$ cat src/rtl/muldiv_seq_ctrl.sv
// muldiv_seq_ctrl: sequencer for the shared iterative multiply/divide unit, owner of HI/LO
//   clk, reset            : clock, synchronous active-high reset
//   start, op_div         : request pulse and op select (0 MULT, 1 DIV), taken only in IDLE
//   a_in, b_in            : operands (rs, rt) latched on an accepted start
//   hi_we, lo_we, wdata   : MTHI/MTLO writes, honoured only while idle
//   unit_hi, unit_lo      : results from the mult/div unit
//   unit_divzero          : divide-by-zero flag from the unit
//   unit_a, unit_b        : registered operands driven to the unit
//   unit_ctrl             : unit op select, 0 idle / 1 mult / 2 div
//   unit_reset            : unit clear
//   busy                  : operation in flight, stalls the control unit
//   done, div_zero        : one-cycle completion and divide-by-zero pulses
//   hi_q, lo_q            : architectural HI/LO
module muldiv_seq_ctrl #(
   parameter int MULT_CYCLES = 32,
   parameter int DIV_CYCLES  = 33
) (
   input  logic        clk,
   input  logic        reset,
   input  logic        start,
   input  logic        op_div,
   input  logic [31:0] a_in,
   input  logic [31:0] b_in,
   input  logic        hi_we,
   input  logic        lo_we,
   input  logic [31:0] wdata,
   input  logic [31:0] unit_hi,
   input  logic [31:0] unit_lo,
   input  logic        unit_divzero,
   output logic [31:0] unit_a,
   output logic [31:0] unit_b,
   output logic [1:0]  unit_ctrl,
   output logic        unit_reset,
   output logic        busy,
   output logic        done,
   output logic        div_zero,
   output logic [31:0] hi_q,
   output logic [31:0] lo_q
);
   typedef enum logic [1:0] {IDLE, CLEAR, RUN, CAPTURE} state_t;
   state_t      state_q, state_d;
   logic [5:0]  cnt_q, cnt_d, last;
   logic        opsel_q, opsel_d;
   logic [31:0] unit_a_q, unit_a_d, unit_b_q, unit_b_d, hi_d, lo_d;
   logic        done_q, done_d, div_zero_q, div_zero_d;
   // cnt counts completed RUN edges minus one, so the edge where it equals
   // last is the LIMIT-th unit step
   assign last       = opsel_q ? 6'(DIV_CYCLES - 1) : 6'(MULT_CYCLES - 1);
   assign unit_ctrl  = (state_q == RUN) ? (opsel_q ? 2'd2 : 2'd1) : 2'd0;
   assign unit_reset = reset || state_q == CLEAR;
   assign busy       = state_q != IDLE;
   assign unit_a     = unit_a_q;
   assign unit_b     = unit_b_q;
   assign done       = done_q;
   assign div_zero   = div_zero_q;
   always_comb begin
      state_d    = state_q;
      cnt_d      = cnt_q;
      opsel_d    = opsel_q;
      unit_a_d   = unit_a_q;
      unit_b_d   = unit_b_q;
      hi_d       = hi_q;
      lo_d       = lo_q;
      done_d     = 1'b0;
      div_zero_d = 1'b0;
      case (state_q)
         IDLE: begin
            hi_d = hi_we ? wdata : hi_q;
            lo_d = lo_we ? wdata : lo_q;
            if (start) begin
               unit_a_d = a_in;
               unit_b_d = b_in;
               opsel_d  = op_div;
               cnt_d    = 6'd0;
               state_d  = CLEAR;
            end
         end
         CLEAR: state_d = RUN;
         RUN: begin
            // a zero divisor aborts the divide; HI/LO are left untouched
            if (opsel_q && unit_divzero) begin
               state_d    = IDLE;
               done_d     = 1'b1;
               div_zero_d = 1'b1;
            end else begin
               cnt_d   = cnt_q + 6'd1;
               state_d = (cnt_q == last) ? CAPTURE : RUN;
            end
         end
         CAPTURE: begin
            hi_d    = unit_hi;
            lo_d    = unit_lo;
            done_d  = 1'b1;
            state_d = IDLE;
         end
         default: state_d = IDLE;
      endcase
   end
   always_ff @(posedge clk) begin
      if (reset) begin
         state_q    <= IDLE;
         cnt_q      <= 6'd0;
         opsel_q    <= 1'b0;
         unit_a_q   <= 32'd0;
         unit_b_q   <= 32'd0;
         hi_q       <= 32'd0;
         lo_q       <= 32'd0;
         done_q     <= 1'b0;
         div_zero_q <= 1'b0;
      end else begin
         state_q    <= state_d;
         cnt_q      <= cnt_d;
         opsel_q    <= opsel_d;
         unit_a_q   <= unit_a_d;
         unit_b_q   <= unit_b_d;
         hi_q       <= hi_d;
         lo_q       <= lo_d;
         done_q     <= done_d;
         div_zero_q <= div_zero_d;
      end
   end
endmodule

$ cat config.mk
export PLATFORM = sky130hd
export DESIGN_NAME = muldiv_seq_ctrl
export DESIGN_NICKNAME = d
export VERILOG_FILES = /design/src/rtl/muldiv_seq_ctrl.sv
export SDC_FILE = /design/constraint.sdc
export NUM_CORES = 1
export LEC_CHECK = 0
export CORE_MARGIN = 5
export CORE_UTILIZATION = 40
export CTS_CLUSTER_DIAMETER = 100
export CTS_CLUSTER_SIZE = 16
export DETAILED_ROUTE_END_ITERATION = 8
export PLACE_DENSITY = 0.8
export SLEW_MARGIN = 20
export SYNTH_ARGS = -nofsm -noshare
export SYNTH_HDL_FRONTEND = slang
export SYNTH_SLANG_ARGS = --single-unit
$ cat constraint.sdc
create_clock -name clk -period 2 [get_ports clk]
set_input_delay 0.4 -clock clk [delete_from_list [all_inputs] [get_ports clk]]
set_output_delay 0.4 -clock clk [all_outputs]
set_load 0.01 [all_outputs]
; ---- Word-level counts from Yosys, hierarchy flattened
; Index checks and enable logic that the tools add are counted.
[classes]
n_addsub = 1
n_eq_ne = 8
n_mux = 16
n_bitwise = 1
n_reduce_logical = 11
[op_table]
columns = operator, count
row1 = $pmux 32 s2, 2
row2 = $mux 32, 2
row3 = $mux 6, 3
row4 = $pmux 6 s2, 1
row5 = $mux 2, 4
row6 = $ne 2x2->1 const B, 4
row7 = $pmux 2 s4, 1
row8 = $add 6x1->6 const B, 1
row9 = $eq 6x6->1, 1
row10 = $reduce_and 2->1, 3
row11 = $reduce_bool 2->1, 3
row12 = $eq 2x2->1 const B, 2
row13 = $reduce_and 3->1, 1
row14 = $eq 2x1->1 const B, 1
row15 = $logic_not 2->1, 1
row16 = $mux 1, 2
row17 = $pmux 1 s2, 1
row18 = $reduce_or 2->1, 1
row19 = $logic_and 1x1->1, 1
row20 = $logic_or 1x1->1, 1
row21 = $not 1->1, 1
[word_totals]
regBits = 139
out_inout_bits = 134
wordCells = 46

; ---- Longest topological paths before layout
[logic_depth]
depth_word = 5
mapped_depth = 7
ltp_nobuf = 4

; ---- Worst setup path after synthesis
; No wires, ideal clock.
[synth_path]
path_type = register to register
from = reg state_q[1]
to = reg unit_a_q[10] (netlist: unit_a[10])
arrival_ns = 1.284
required_time_ns = 1.868
setup_slack_ns = 0.583
path_stages_with_launch = 8
cell_sequence = dfxtp_1 buf_6 or3b_1 clkbuf_1 buf_4 buf_6 nand2_1 a21oi_1
[synth_via]
elab_chain_cells = 2
[synth_lines]
columns = element, line
row1 = "start, declared", 41  ; state_t state_q, state_d;
row2 = "start signal, assigned", 111  ; state_q <= state_d;
row3 = $logic_not 2->1, 66  ; case (state_q)
row4 = $reduce_and 2->1 (no line), -
row5 = "end signal, assigned", 114  ; unit_a_q <= unit_a_d;
row6 = "end, declared", 44  ; logic [31:0] unit_a_q, unit_a_d, unit_b_q, unit_b_d, hi_d, lo_d;
; No other way between the ends.
; A chain may end at the register's enable or synchronous reset.

; ---- Final worst setup path
[layout_path]
from = reg state_q[0]
to = out busy
[layout_via]
elab_chain_cells = 1
[layout_lines]
columns = element, line
row1 = $reduce_bool 2->1, 51  ; assign busy = state_q != IDLE;
row2 = "end, declared", 34  ; output logic busy,
; No other way between the ends.

==> results.toml <==
[yosys]
avgSynthCellArea_sq_um = 8.41
synth_ff_type = "dfxtp_1"
seq_area_frac_synth_pct = 48.8
async_flop_share_pct = 0
synth_top_cell_area_share_pct = 48.8
synth_nets = 846
synth_enable_flop_cells = 0
syn_area_sq_um = 5700
synth-seq-cells = 139
ys_types = 38
synth_area_leaders = "dfxtp_1 (49%), a21oi_1 (12%), nand2_1 (8.8%)"
synth_area_leader_cell = "dfxtp_1"
yosysWarnings = 0
syn_inst = 678

[global_routing]
grt_overflow_total = 0
grt_first_pass_wirelength_microns = 30600
grt.total_usage_pct = 23.3
grt_max_degree = 138
grt_pass1_vias = 5735
antenna_found_initial = 0

[placed_design]
dp_cells = 1113
gp_congestion = 0.858
portBuffers = 300
place_area_sq_um = 8850
hpwl_microns = 14000

[route]
drc = 0
routed_wl_microns = 20000
via_per_inst = 5.24
drtIter0Drc = 339
firstDrtPassIters = 4
wl_per_cell_microns = 17.5
vias = 6001
antenna_left = 0

[critical_path]
critical_path_class = "register to output port"
cp.arrival_ps = 1520
path_buf_inv = 2
cp.required_ps = 1600
crit_path_top_delay_cell = "dfxtp_2"
start_kind = "register"
critPathMaxFanout = 21
cp_slowest_stage_delay_ps = 350
crit_family = "buffers and inverters"
worstPathCellList = "buf_12, or2_2, dlygate4sd2_1"
crit_path_end_kind = "output port"

[floorplan]
die_area_sq_um = 16700
coreArea_sq_um = 13900
start_util_pct = 40.9
die_height_microns = 129
num_rows = 43
ioPinCount = 301
die_x_microns = 129

[run]
maxCapViolations = 0

[timing]
setup_tns_ps = 0
worst_clock_skew_ps = 12.8
setup_viol = 0
post-route-period-util_pct = 95.8
slew_headroom_pct = 55.1
hold_viol = 0
rsz0062_at_grt = "no"
max_freq_mhz = 522
worst_pin_slew_ps = 673
drv_slew = 0
post-route-min-period_ps = 1920
timing.hold.ws_ps = 371

[clocking]
cts_max_level = 4
path_clk_slew_ps = 60
cts.sink_count = 139
clockBufferDepth = 2
clockRootBuffer = "clkbuf_16"
hold_buffers = 0
clock_latency_ps = 420
cts_buffers = 17
tritoncts = "built"

[power_and_ir_drop]
powerDensity_nw_per_um2 = 857
irDropWorstVdd_mv = 0.557
p_leak_uw = 0.00345

[cells_and_area]
final_cells = 1145
mostFrequentLayoutCell = "clkdlybuf4s50_1"
fillers = 1147
fin_nets = 1121
final_cell_mix = "clkdlybuf4s50_1 (295), dfxtp_1 (137), nand2_1 (134)"
seqCellArea_sq_um = 2790
final_cell_area_sq_um = 9430
final_util_pct = 67.7
n_antenna_cell = 0
syn2layout_area_growth_pct = 65.5
multiInputGateArea_sq_um = 2530
drive_gt1_share_pct = 6.53

[status]
status = "completed"

[worst_hold_path]
hp-class = "input port to register"
[cells in the mapped netlist, types with 2 or more instances]
| library cell | n |
|---|---|
| a211oi_1 | 64 |
| a21boi_0 | 17 |
| a21boi_1 | 16 |
| a21oi_1 | 133 |
| and3_1 | 2 |
| buf_2 | 20 |
| buf_4 | 11 |
| buf_6 | 9 |
| clkbuf_1 | 27 |
| dfxtp_1 | 139 |
| inv_1 | 2 |
| mux2i_1 | 2 |
| nand2_1 | 134 |
| nand3_1 | 5 |
| nor2_1 | 2 |
| nor2b_1 | 2 |
| nor3_1 | 64 |
| nor3b_1 | 2 |
| nor3b_2 | 2 |
| nor4_1 | 2 |
| o21ai_0 | 2 |
| o31ai_1 | 2 |
| or2_1 | 2 |
| or3_1 | 2 |
| or4_1 | 2 |
[power breakdown]
group | switching [uW] | internal, uW | total [uW]
Combinational | 889 | 1080 | 1960
Clock | 1180 | 1770 | 2950
Sequential | 137 | 3030 | 3170
[area by class of cell]
class                   instances  share of cell area (%)
flip-flops and latches        139                    29.5
well taps                     180                    2.39
clock buffers                  21                    4.88
multi-input cells             469                    26.9
clock inverters                10                   0.995
repair buffers                324                    35.3
inverters                       2                  0.0796
[per-layer routing]
metal  vias up  wire, microns  global-route usage, %
met5         -              0                      0
met1      2753           7940                   27.5
li1       2955              -                      -
met4         0            393                   8.28
met3        29           2330                   10.6
met2       264           9360                   37.6
[worst register-to-register path, stage by stage, from the launching register on]
cell      delay (ps)
dfxtp_2          390
buf_12           200
and2_4           310
buf_12           250
a21oi_1          150
a211oi_1         270
[timing repair]
action | CTS | global route
setup buffers | 0 | 0
resized for setup | 5 | 0
setup endpoints to repair | 4 | 0
[metrics by stage]
stage | power (uW) | worst slack (ps)
detailed placement | 5190 | 78.4
floorplan | 4090 | 583
global route | 8470 | 29.3
CTS | 8170 | 49.1
finish | 8080 | 83.3
global placement | 5160 | 123
[kinds of logic (layout without fill, tap and decap cells)]
logic type / after synthesis / count (layout) / share of synthesized area, %
fa+ha+maj: 1 / 1 / 0.219
compound gates: 237 / 237 / 25.4
flops: 139 / 139 / 48.8
mux: 2 / 2 / 0.351
buf+inv: 70 / 357 / 6.98
simple gates: 229 / 229 / 18.3
[registers in the layout, summed over array words and instances, names as in the netlist]
name,count
cnt_q,6
div_zero,1
done,1
hi_q,32
lo_q,32
opsel_q,1
state_q,2
unit_a,32
unit_b,32
[final timing paths]
kind | start | endpoint | slack (ps) | cells after the start
setup reg to reg | state_q[0] | hi_q[16] | 330 | 5
hold reg to reg | unit_b[4] | unit_b[4] | 450 | 2
setup / recovery | state_q[0] | busy | 80 | 3
hold / removal | reset | cnt_q[5] | 370 | 4
Power figures use the tool's default switching activity.
==> RTL change (same flow settings) <==
Re-encode `state_t` (4 states) as one-hot, 4 bits wide.
--- a/src/rtl/muldiv_seq_ctrl.sv
+++ b/src/rtl/muldiv_seq_ctrl.sv
@@ -37,7 +37,7 @@
    output logic [31:0] hi_q,
    output logic [31:0] lo_q
 );
-   typedef enum logic [1:0] {IDLE, CLEAR, RUN, CAPTURE} state_t;
+   typedef enum logic [3:0] {IDLE = 4'b0001, CLEAR = 4'b0010, RUN = 4'b0100, CAPTURE = 4'b1000} state_t;
    state_t      state_q, state_d;
    logic [5:0]  cnt_q, cnt_d, last;
    logic        opsel_q, opsel_d;
Behaviour: same outputs for any inputs over 4 cycles, from zero or initial values and one cycle with reset high; so few cycles prove little.
==> RTL change against the original RTL <==
Wire length shrank 7.7%; core utilization rose by 1.7 points; power down 3.8%; clock skew fell by 3.3 ps; cell count fell by 0.52%; combinational power shrank 24%; worst hold slack better by 79 ps; register-to-register slack got worse by 150 ps; worst setup slack lost 8.8 ps; cell area down 1.8%; area after synthesis is 3.5% lower; sequential cell count grew 2.
==> RTL change: results (changes against the original RTL) <==
Run status
  – Status: completed

Global route
  – First-pass GRT wire length: 28.28 mm (-7.6%)
  – Number of global-route vias before repair: 5440 (-5.1%)
  – Largest net degree at the start of global routing: 142 (+2.9%)
  – Initial antenna violation count: 0 (unchanged)
  – Total global-route track usage: 22.03% (-1.3 points)

Drt
  – Met2 WL: 9.261 mm (-1.0%)
  – Met3 WL: 1.281 mm (-45%)
  – DRT iter0 DRCs: 331 (-2.4%)
  – Drt pass-1 iters: 4 (unchanged)
  – Routed vias: 5696 (-5.1%)
  – Met1 wire length: 7.261 mm (-8.5%)
  – WL final: 18.47 mm (-7.7%)
  – Max layer used: met4

Timing
  – Final setup fails: 0 (unchanged)
  – Least-Margin Pin Slew: 725.9 ps (+52.86 ps)
  – Slack of the critical path: 74.53 ps (-8.807 ps)
  – Skew final: 9.542 ps (-3.259 ps)

Hold path
  – Hold path depth: 2 (-2)
  – Worst min path class: reg2reg

Synthesis
  – Dominant synthesized flop cell: dfxtp_1
  – Top cells by count, synth: nand2_1, dfxtp_1, nor2_1
  – Syn nets: 835 (-1.3%)
  – Sequential-to-total area share from yosys stat: 51.32% (+2.5 points)
  – Synth area leaders: dfxtp_1, nand2_1, a311oi_1, a21oi_1, nor2_1
  – Synth async-reset ratio: 0% (unchanged)
  – YS warnings: 0 (unchanged)
  – Synth cell types: 33 (-13%)

Setup path
  – End of the critical path: unit_ctrl[0]
  – CP arrival: 1530 ps
  – Worst-path fanout max: 3 (-86%)
  – Reg2reg setup slack: 180 ps (-150 ps)
  – RR Startpoint: state_q[3]$_SDFFE_PP0P_
  – Worst Setup Start Kind: register
  – R2R cell count: 8 (+3)
  – Reg-to-reg endpoint: cnt_q[5]$_SDFFE_PP0P_

Placed design
  – Gp weighted congestion: 0.8595 (+0.17%)
  – I/O Buffers: 300 (unchanged)
  – Dpl ws: -71.35 ps (-149.7 ps)
  – Post-DP HPWL: 13.11 mm (-6.0%)
  – Post-DP Area: 0.008658 sq mm (-2.1%)

Clock tree
  – Later-pin clock latency in the skew report: 420 ps (about the same)
  – Total CTS buffers: 17 (unchanged)
  – CTS H-tree depth: 4 (unchanged)

Pwr
  – Leakage: 0.003412 uW (-1.1%)
  – Max IR drop VDD: 533.1 uV (-4.2%)

Layout
  – # diodes: 0 (unchanged)
  – Final Net Count: 1119 (-0.18%)
  – Layout cells sized above 1: 7.061% (+0.53 points)
==> RTL change: cell types whose count changed in the layout (fill, tap and decap cells not counted), moves of 4 or more <==
cell,change
a211oi_1,-64
a311oi_1,+60
nand2_1,+95
nor3_1,-60
a21boi_1,-16
dfxtp_1,+4
a21oi_1,-66
nor2_1,+66
dlygate4sd2_1,-4
a21boi_0,-16
==> RTL change: through the flow <==
step | std cells | utilization [%] | TNS (ps) | total power (uW)
after floorplan | 667 | - | 0 | 3786
after global routing | 1139 | 69.39 | -7.747 | 8103
after detailed placement | 1105 | 64.87 | -118.9 | 4687
after global placement | 1105 | 64.87 | -91.24 | 4665
after CTS | 1138 | 69.36 | 0 | 7839
final | 1139 | 69.39 | 0 | 7776
==> RTL change: cells by family (layout without fill, tap and decap cells) <==
logic type | count (synthesis) | count (layout) | synth area share (%)
simple gates | 327 | 327 | 24.59
fa+ha+maj | 1 | 1 | 0.2274
xor+xnor | 3 | 3 | 0.4778
flops | 141 | 141 | 51.32
buf+inv | 57 | 353 | 5.824
compound gates | 138 | 138 | 17.56
==> RTL change: timing repair <==
item / in CTS / in global routing
cloned: 0 / 0
buffers inserted: 2 / 1
resized for setup: 18 / 2
endpoints found under the setup margin: 4 / 3
pin swaps: 3 / 3
==> RTL change: worst min path at each step <==
stage	start	to	slack, ps
final	unit_b[20]$_SDFFE_PP0P_	unit_b[20]$_SDFFE_PP0P_	450
after global routing	unit_b[6]$_SDFFE_PP0P_	unit_b[6]$_SDFFE_PP0P_	470
after CTS	unit_b[26]$_SDFFE_PP0P_	unit_b[26]$_SDFFE_PP0P_	450
after detailed placement	unit_b[2]$_SDFFE_PP0P_	unit_b[2]$_SDFFE_PP0P_	450
after global placement	unit_a[29]$_SDFFE_PP0P_	unit_a[29]$_SDFFE_PP0P_	440
after floorplan	cnt_q[1]$_SDFFE_PP0P_	cnt_q[1]$_SDFFE_PP0P_	470
==> RTL change: power breakdown <==
group | internal, uW | switching [uW] | total, uW
clock network | 2010 | 1130 | 3150
registers | 3030 | 110 | 3140
logic | 857 | 635 | 1490
==> RTL change: worst max-delay path, stage by stage (launching register included) <==
cell	delay [ps]
dfxtp_1	320
or4b_4	550
nor2_2	90
buf_2	140
==> RTL change: layout make-up <==
| cell class | count | area, sq um |
|---|---|---|
| Clock buffer | 24 | 471.7 |
| Clock inverter | 7 | 112.6 |
| Fill cell | 1103 | 4086 |
| Inverter | 1 | 3.754 |
| Multi-Input combinational cell | 469 | 2374 |
| Sequential cell | 141 | 2823 |
| Tap cell | 176 | 220.2 |
| Timing Repair Buffer | 321 | 3257 |
==> RTL change: metal layers <==
metal  up-vias  track usage (%)
met1      2614            24.64
met4         0            10.66
met2       195            38.12
met3        46            6.678
met5         -                0
li1       2841                -
